`config.mk`:
```
export PLATFORM = sky130hd
export DESIGN_NAME = rv32i_multicycle_sequencer
export DESIGN_NICKNAME = d
export VERILOG_FILES = /design/src/rtl/rv32i_multicycle_sequencer.sv
export SDC_FILE = /design/constraint.sdc
export NUM_CORES = 1
export LEC_CHECK = 0
export CORE_MARGIN = 10
export CORE_UTILIZATION = 51
export CTS_CLUSTER_SIZE = 14
export DETAILED_ROUTE_END_ITERATION = 12
export GPL_ROUTABILITY_DRIVEN = 0
export PLACE_DENSITY = 0.81
export SYNTH_ARGS = -nofsm -noshare
export SYNTH_HDL_FRONTEND = slang
export SYNTH_SLANG_ARGS = --single-unit
```
`constraint.sdc`:
```
create_clock -name clk -period 2.6 [get_ports clk]
set_input_delay 0.52 -clock clk [delete_from_list [all_inputs] [get_ports clk]]
set_output_delay 0.52 -clock clk [all_outputs]
set_load 0.02 [all_outputs]
```
`src/rtl/rv32i_multicycle_sequencer.sv`:
```
// Multi-cycle RV32I control sequencer.
// Steps each instruction through FETCH, DECODE, EXEC, MEM and WB, and drives
// the datapath strobes for each step. A memory handshake that waits too long,
// or an illegal opcode, parks the block in TRAP.
// Ports:
//   clk, rst              clock, asynchronous active-high reset
//   start, halt           start fetch from IDLE/TRAP; return to IDLE at next retirement
//   opcode                instruction bits [6:0] from the instruction register
//   imem_ready/dmem_ready memory completion handshakes
//   branch_taken          ALU compare result
//   imem_req .. rf_we     datapath strobes; pc_we/pc_sel update the PC
//   busy, retire_pulse    status; retire_count is the retired-instruction count
//   trap_cause, state     trap reason and current FSM state
module rv32i_multicycle_sequencer #(
  parameter int unsigned TIMEOUT_CYCLES = 16
) (
  input  logic        clk,
  input  logic        rst,
  input  logic        start,
  input  logic        halt,
  input  logic [6:0]  opcode,
  input  logic        imem_ready,
  input  logic        dmem_ready,
  input  logic        branch_taken,
  output logic        imem_req,
  output logic        ir_we,
  output logic        dmem_req,
  output logic        dmem_we,
  output logic        rf_we,
  output logic        pc_we,
  output logic        busy,
  output logic        retire_pulse,
  output logic [1:0]  pc_sel,
  output logic [1:0]  trap_cause,
  output logic [2:0]  state,
  output logic [31:0] retire_count
);

  localparam int unsigned WAIT_W = 8;
  // A wait cycle that finds the counter here is the last one allowed.
  localparam logic [WAIT_W-1:0] WAIT_LAST = WAIT_W'(TIMEOUT_CYCLES - 1);

  localparam logic [1:0] SEL_PC4    = 2'b00;
  localparam logic [1:0] SEL_BRANCH = 2'b01;
  localparam logic [1:0] SEL_JUMP   = 2'b10;

  localparam logic [1:0] CAUSE_NONE    = 2'b00;
  localparam logic [1:0] CAUSE_ILLEGAL = 2'b01;
  localparam logic [1:0] CAUSE_IMEM    = 2'b10;
  localparam logic [1:0] CAUSE_DMEM    = 2'b11;

  typedef enum logic [2:0] {
    S_IDLE   = 3'd0,
    S_FETCH  = 3'd1,
    S_DECODE = 3'd2,
    S_EXEC   = 3'd3,
    S_MEM    = 3'd4,
    S_WB     = 3'd5,
    S_TRAP   = 3'd6
  } state_e;

  typedef enum logic [2:0] {
    C_REG, C_IMM, C_LOAD, C_STORE, C_BRANCH, C_JAL, C_JALR, C_ILLEGAL
  } class_e;

  // Opcode class decode.
  function automatic class_e decode_class(input logic [6:0] op);
    case (op)
      7'b0110011: decode_class = C_REG;
      7'b0010011: decode_class = C_IMM;
      7'b0000011: decode_class = C_LOAD;
      7'b0100011: decode_class = C_STORE;
      7'b1100011: decode_class = C_BRANCH;
      7'b1101111: decode_class = C_JAL;
      7'b1100111: decode_class = C_JALR;
      default:    decode_class = C_ILLEGAL;
    endcase
  endfunction

  state_e            state_q, state_d;
  class_e            cls_q, cls_d;
  class_e            dec_cls;
  logic [WAIT_W-1:0] wait_q, wait_d;
  logic [1:0]        cause_q, cause_d;
  logic [31:0]       retire_cnt_q;

  assign dec_cls      = decode_class(opcode);
  assign state        = state_q;
  assign trap_cause   = cause_q;
  assign retire_count = retire_cnt_q;

  // State, latched class, wait counter, trap cause and retire counter.
  always_ff @(posedge clk or posedge rst) begin
    if (rst) begin
      state_q      <= S_IDLE;
      cls_q        <= C_ILLEGAL;
      wait_q       <= '0;
      cause_q      <= CAUSE_NONE;
      retire_cnt_q <= '0;
    end else begin
      state_q <= state_d;
      cls_q   <= cls_d;
      wait_q  <= wait_d;
      cause_q <= cause_d;
      if (retire_pulse) begin
        retire_cnt_q <= retire_cnt_q + 32'd1;
      end
    end
  end

  // Next state and strobes. Request strobes depend on state only; ir_we and
  // the retire outputs follow the ready/halt inputs in the same cycle.
  always_comb begin
    state_d      = state_q;
    cls_d        = cls_q;
    wait_d       = wait_q;
    cause_d      = cause_q;
    imem_req     = 1'b0;
    ir_we        = 1'b0;
    dmem_req     = 1'b0;
    dmem_we      = 1'b0;
    rf_we        = 1'b0;
    pc_we        = 1'b0;
    pc_sel       = SEL_PC4;
    retire_pulse = 1'b0;
    busy         = (state_q != S_IDLE);

    case (state_q)
      S_IDLE: begin
        if (start) begin
          state_d = S_FETCH;
          wait_d  = '0;
        end
      end

      S_FETCH: begin
        imem_req = 1'b1;
        // Ready on the last allowed wait cycle still wins over the timeout.
        if (imem_ready) begin
          ir_we   = 1'b1;
          state_d = S_DECODE;
        end else if (wait_q == WAIT_LAST) begin
          state_d = S_TRAP;
          cause_d = CAUSE_IMEM;
        end else begin
          wait_d = wait_q + WAIT_W'(1);
        end
      end

      S_DECODE: begin
        if (dec_cls == C_ILLEGAL) begin
          state_d = S_TRAP;
          cause_d = CAUSE_ILLEGAL;
        end else begin
          cls_d   = dec_cls;
          state_d = S_EXEC;
        end
      end

      S_EXEC: begin
        case (cls_q)
          C_BRANCH: begin
            pc_we        = 1'b1;
            pc_sel       = branch_taken ? SEL_BRANCH : SEL_PC4;
            retire_pulse = 1'b1;
          end
          C_LOAD, C_STORE: begin
            state_d = S_MEM;
            wait_d  = '0;
          end
          default: state_d = S_WB;
        endcase
      end

      S_MEM: begin
        dmem_req = 1'b1;
        dmem_we  = (cls_q == C_STORE);
        if (dmem_ready) begin
          if (cls_q == C_STORE) begin
            pc_we        = 1'b1;
            retire_pulse = 1'b1;
          end else begin
            state_d = S_WB;
          end
        end else if (wait_q == WAIT_LAST) begin
          state_d = S_TRAP;
          cause_d = CAUSE_DMEM;
        end else begin
          wait_d = wait_q + WAIT_W'(1);
        end
      end

      S_WB: begin
        rf_we        = 1'b1;
        pc_we        = 1'b1;
        pc_sel       = (cls_q == C_JAL || cls_q == C_JALR) ? SEL_JUMP : SEL_PC4;
        retire_pulse = 1'b1;
      end

      S_TRAP: begin
        if (start) begin
          cause_d = CAUSE_NONE;
          state_d = S_FETCH;
          wait_d  = '0;
        end
      end

      default: state_d = S_IDLE;
    endcase

    // Every retirement either stops on halt or starts the next fetch.
    if (retire_pulse) begin
      state_d = halt ? S_IDLE : S_FETCH;
      wait_d  = '0;
    end
  end

endmodule

```
# ---- Word-level counts from Yosys, hierarchy flattened
# Cells that the tools add are included.
dict set report op_classes {
  n_mux 39
  eq_ne 33
  add_sub_neg 2
  bitwise 1
  n_reduce_logical 11
}
# op count
set op_table {}
lappend op_table {{$mux W8} 6}
lappend op_table {{$add A32 B1 Y32 const B} 1}
lappend op_table {{$pmux W8 S4} 1}
lappend op_table {{$eq A3 B3 Y1 const B} 7}
lappend op_table {{$eq A7 B7 Y1 const B} 3}
lappend op_table {{$mux W3} 7}
lappend op_table {{$pmux W3 S7} 1}
lappend op_table {{$pmux W3 S6} 1}
lappend op_table {{$eq A7 B6 Y1 const B} 2}
lappend op_table {{$mux W2} 7}
lappend op_table {{$ne A2 B2 Y1 const B} 7}
lappend op_table {{$eq A3 B2 Y1 const B} 4}
lappend op_table {{$mux W1} 12}
lappend op_table {{$ne A3 B3 Y1 const B} 4}
lappend op_table {{$add A8 B1 Y8 const B} 1}
lappend op_table {{$eq A8 B4 Y1 const B} 1}
lappend op_table {{$pmux W2 S4} 1}
lappend op_table {{$eq A7 B2 Y1 const B} 1}
lappend op_table {{$eq A7 B5 Y1 const B} 1}
lappend op_table {{$reduce_and A7 Y1} 1}
lappend op_table {{$pmux W3 S2} 1}
lappend op_table {{$reduce_and A5 Y1} 1}
lappend op_table {{$reduce_bool A5 Y1} 1}
lappend op_table {{$ne A4 B4 Y1 const B} 1}
lappend op_table {{other kinds (12)} 13}
dict set report totals {
  input_bits 14
  wordCells 91
  register_bits 48
  out_inout_bits 47
}

# ---- Logic depth before layout (Yosys ltp)
dict set report depth {
  ltp_word 6
  ltp_mapped 8
  ltp_nobuf 7
}

# ---- Least setup slack after synthesis
# OpenSTA, ideal clock, no wires.
dict set report synth_timing {
  path_type {reg-to-output}
  startpoint {reg state_q[0], in the netlist state[0]}
  endpoint {out ir_we}
  setup_slack_ns 0.287
  t_arrival_ns 1.793
  stages_incl_launch_ff 5
  required_ns 2.080
  path_buffers 1
  path_cell_list {dfrtp_1 > buf_2 > nor3b_1 > nand2_1 > inv_1}
}
dict set report synth_via {
  elab_chain_len 2
}
# element line
set synth_lines {}
lappend synth_lines {{from (decl)} 80} ;# state_e state_q, state_d;
lappend synth_lines {{from (signal assigned)} 101} ;# state_q <= state_d;
lappend synth_lines {{$eq A3 B1 Y1} 128} ;# case (state_q)
lappend synth_lines {{$mux W1} 128}
lappend synth_lines {{to (decl)} 26} ;# output logic ir_we,
# No other way between the ends.

# ---- Worst setup path after layout
dict set report layout_timing {
  startpoint {reg state_q[2], in the netlist state[2]}
  endpoint {out busy}
}
dict set report layout_via {
  elab_chain_len 1
}
# element line
set layout_lines {}
lappend layout_lines {{$reduce_bool A3 Y1} 126} ;# busy = (state_q != S_IDLE);
lappend layout_lines {{to (decl)} 31} ;# output logic busy,
# No other way between the ends.

==> reports/metrics.yaml <==
whs_path_depth: 1
drive_gt1_frac: 0.122
max-vdd-ir-drop_v: 0.000530
core-area_um2: 5170
ys_seq_area_frac: 0.438
portBuffers: 60
cp_max_fo: 17
grt-ovfl-total: 0
rsz0062_at_grt: "false"
fin_skew_ns: 0.00636
synthFlopType: "dfrtp_1"
h-tree-depth: 2
synth_edf_count: 0
period_share: 0.972
rows: 26
layout_common_cells: "56 x clkdlybuf4s50_1, 44 x dfrtp_1, 27 x nand3_1"
min_period_ns: 2.53
hold_class: "reg2reg"
cts_root_buf: "clkbuf_8"
syn_area_um2: 2750
r2r_setup_slack_ns: 0.42
vias_per_cell: 5.75
layout_commonest_cell: "clkdlybuf4s50_1"
hold_path_end: "retire_count[31]"
totalWireLength_mm: 6.90
worst_hold_startpoint: "retire_count[31]"
end_kind: "output port"
syn_inst: 288
clkLatencyLatePin_ns: 0.31
crit_required_ns: 2.08
powerDensity_nw_per_um2: 795
slew_viol_final: 0
async_flop_share: 1.00
r2r_cells: 6
synth_seq_cells: 48
nNetsFinal: 376
maxCapViolations: 0
initial_core_util: 0.532
grt.total_usage: 0.161
drtIter0Drc: 101
clkTransAtPathRegs_ns: 0.09
final_area_um2: 3660
post_cts_buffers: 0
whs_ns: 0.477
fin_total_pwr_w: 0.00291
cts_made_buffers: 5
cts_hold_buffers: 0
max_slew.worst_pin.slew_ns: 0.538
cts.path.max_buffers: 2
yosys_warnings: 0
crit_type: "reg2out"
slew_headroom: 0.641
synth_cell_type_count: 58
critPathLaunchType: "flip-flop"
grt_pass1_wl_mm: 11.7
cts.sinks: 48
placed_cells: 423
ant_nets: 0
worstPathArrival_ns: 2.01
setup_viol: 0
firstDrtPassIters: 4
grt_antenna_before_repair: 0
wire_per_inst_um: 16.0
finalCoreUtilization: 0.708
r2r_end: "retire_count[6]"
num_vias: 2471
final_cells: 430
p_leak_nw: 1.58
route.detailed.drc: 0
grt_pass1_vias: 2469
synth.avg_cell_area_um2: 9.55
hold_violations: 0
worstReg2RegStart: "cls_q[2]"
max_freq_ghz: 0.396
dpl_cell_area_um2: 3520
grt_max_degree: 49
die_h_um: 93.5
pin_count: 61
cts_tree: "yes"
n_antenna_cell: 0
die_area_um2: 8730
syn-num-nets: 304
dp_hpwl_mm: 5.21
syn2layout_area_growth_pct: 33.2
status: "completed"
die_w_um: 93.5
-- synthesized netlist by cell type (all sizes together) (2+ instances only) --
cell    instances  area (um^2)
dfstp           3         78.8
buf             6         32.5
xor2           13          114
xnor2          20          175
nand3b          3         22.5
nand4           9         71.3
nor3b           3         22.5
clkbuf          4         15.0
dfrtp          45         1130
o21ai          10         50.0
a21oi          15         75.1
nand2          22         82.6
nor2b           3         18.8
ha              2         25.0
o311ai          2         25.0
or4             3         26.3
nand2b          7         43.8
nor4            2         18.8
o21a            2         15.0
o31ai           4         30.0
a31oi           2         18.8
nor3           11         66.3
or3b            2         17.5
nor2           18         67.6
or3             5         31.3
and3           11         70.1
inv            11         41.3
and4            3         26.3
nor4b           3         32.5
nand3          27          135
-- worst max-delay path by stage --
stage,startpoint,end,slack [ns],cells past startpoint
global route,cls_q[1],retire_pulse,0.005,5
global placement,dmem_ready,pc_we,0.008,5
finish,state[2],busy,0.07,3
floorplan,state[0],ir_we,0.29,4
detailed placement,dmem_ready,pc_we,-0.02,5
CTS,cls_q[1],pc_we,0.02,5
-- timing repair --
item,CTS,global route
endpoints found under the setup margin,4,5
pin swaps,0,0
resized for setup,5,4
-- through the flow --
stage / TNS [ns] / setup WS (ns)
global placement: 0 / 0.00807
finish: 0 / 0.0734
detailed placement: -0.0240 / -0.0206
global route: 0 / 0.00531
floorplan: 0 / 0.287
CTS: 0 / 0.0195
-- cells by family after synthesis --
logic type / Yosys count / synth area share
simple gates: 134 / 0.280
compound gates: 50 / 0.136
flops: 48 / 0.438
xor+xnor: 33 / 0.105
buf+inv: 21 / 0.0323
fa+ha+maj: 2 / 0.00909
-- critical path: stages (launching register included) --
cell and delay [ns]:
dfrtp_1 0.49, buf_4 0.24, or3_1 0.41, clkdlybuf4s50_1 0.56
-- registers in the layout, indices dropped and copies added (netlist names) --
signal	cells
state	3
cls_q	3
wait_q	8
trap_cause	2
retire_count	32
-- cell type report --
type / count / area (um^2)
Clock buffer: 5 / 68.8
Clock inverter: 2 / 60.1
Fill cell: 407 / 1510
Inverter: 11 / 41.3
Multi-Input combinational cell: 219 / 1470
Sequential cell: 48 / 1210
Tap cell: 70 / 87.6
Timing Repair Buffer: 75 / 726
-- where the power goes --
part	internal [W]	total, W	leakage, nW	switching (W)
clock	0.000378	0.000624	0.0642	0.000246
sequential	0.000854	0.000997	0.629	0.000143
combinational	0.000571	0.00129	0.885	0.000718
-- layer usage --
| layer | part of all wire | routed length (um) | global-route usage | vias to the layer above |
|---|---|---|---|---|
| li1 | - | - | - | 1193 |
| met1 | 0.41 | 2820 | 0.191 | 1201 |
| met2 | 0.50 | 3450 | 0.268 | 67 |
| met3 | 0.077 | 532 | 0.0504 | 10 |
| met4 | 0.013 | 92 | 0.0578 | 0 |
| met5 | 0 | 0 | 0 | - |
Power figures use the tool's default switching activity.
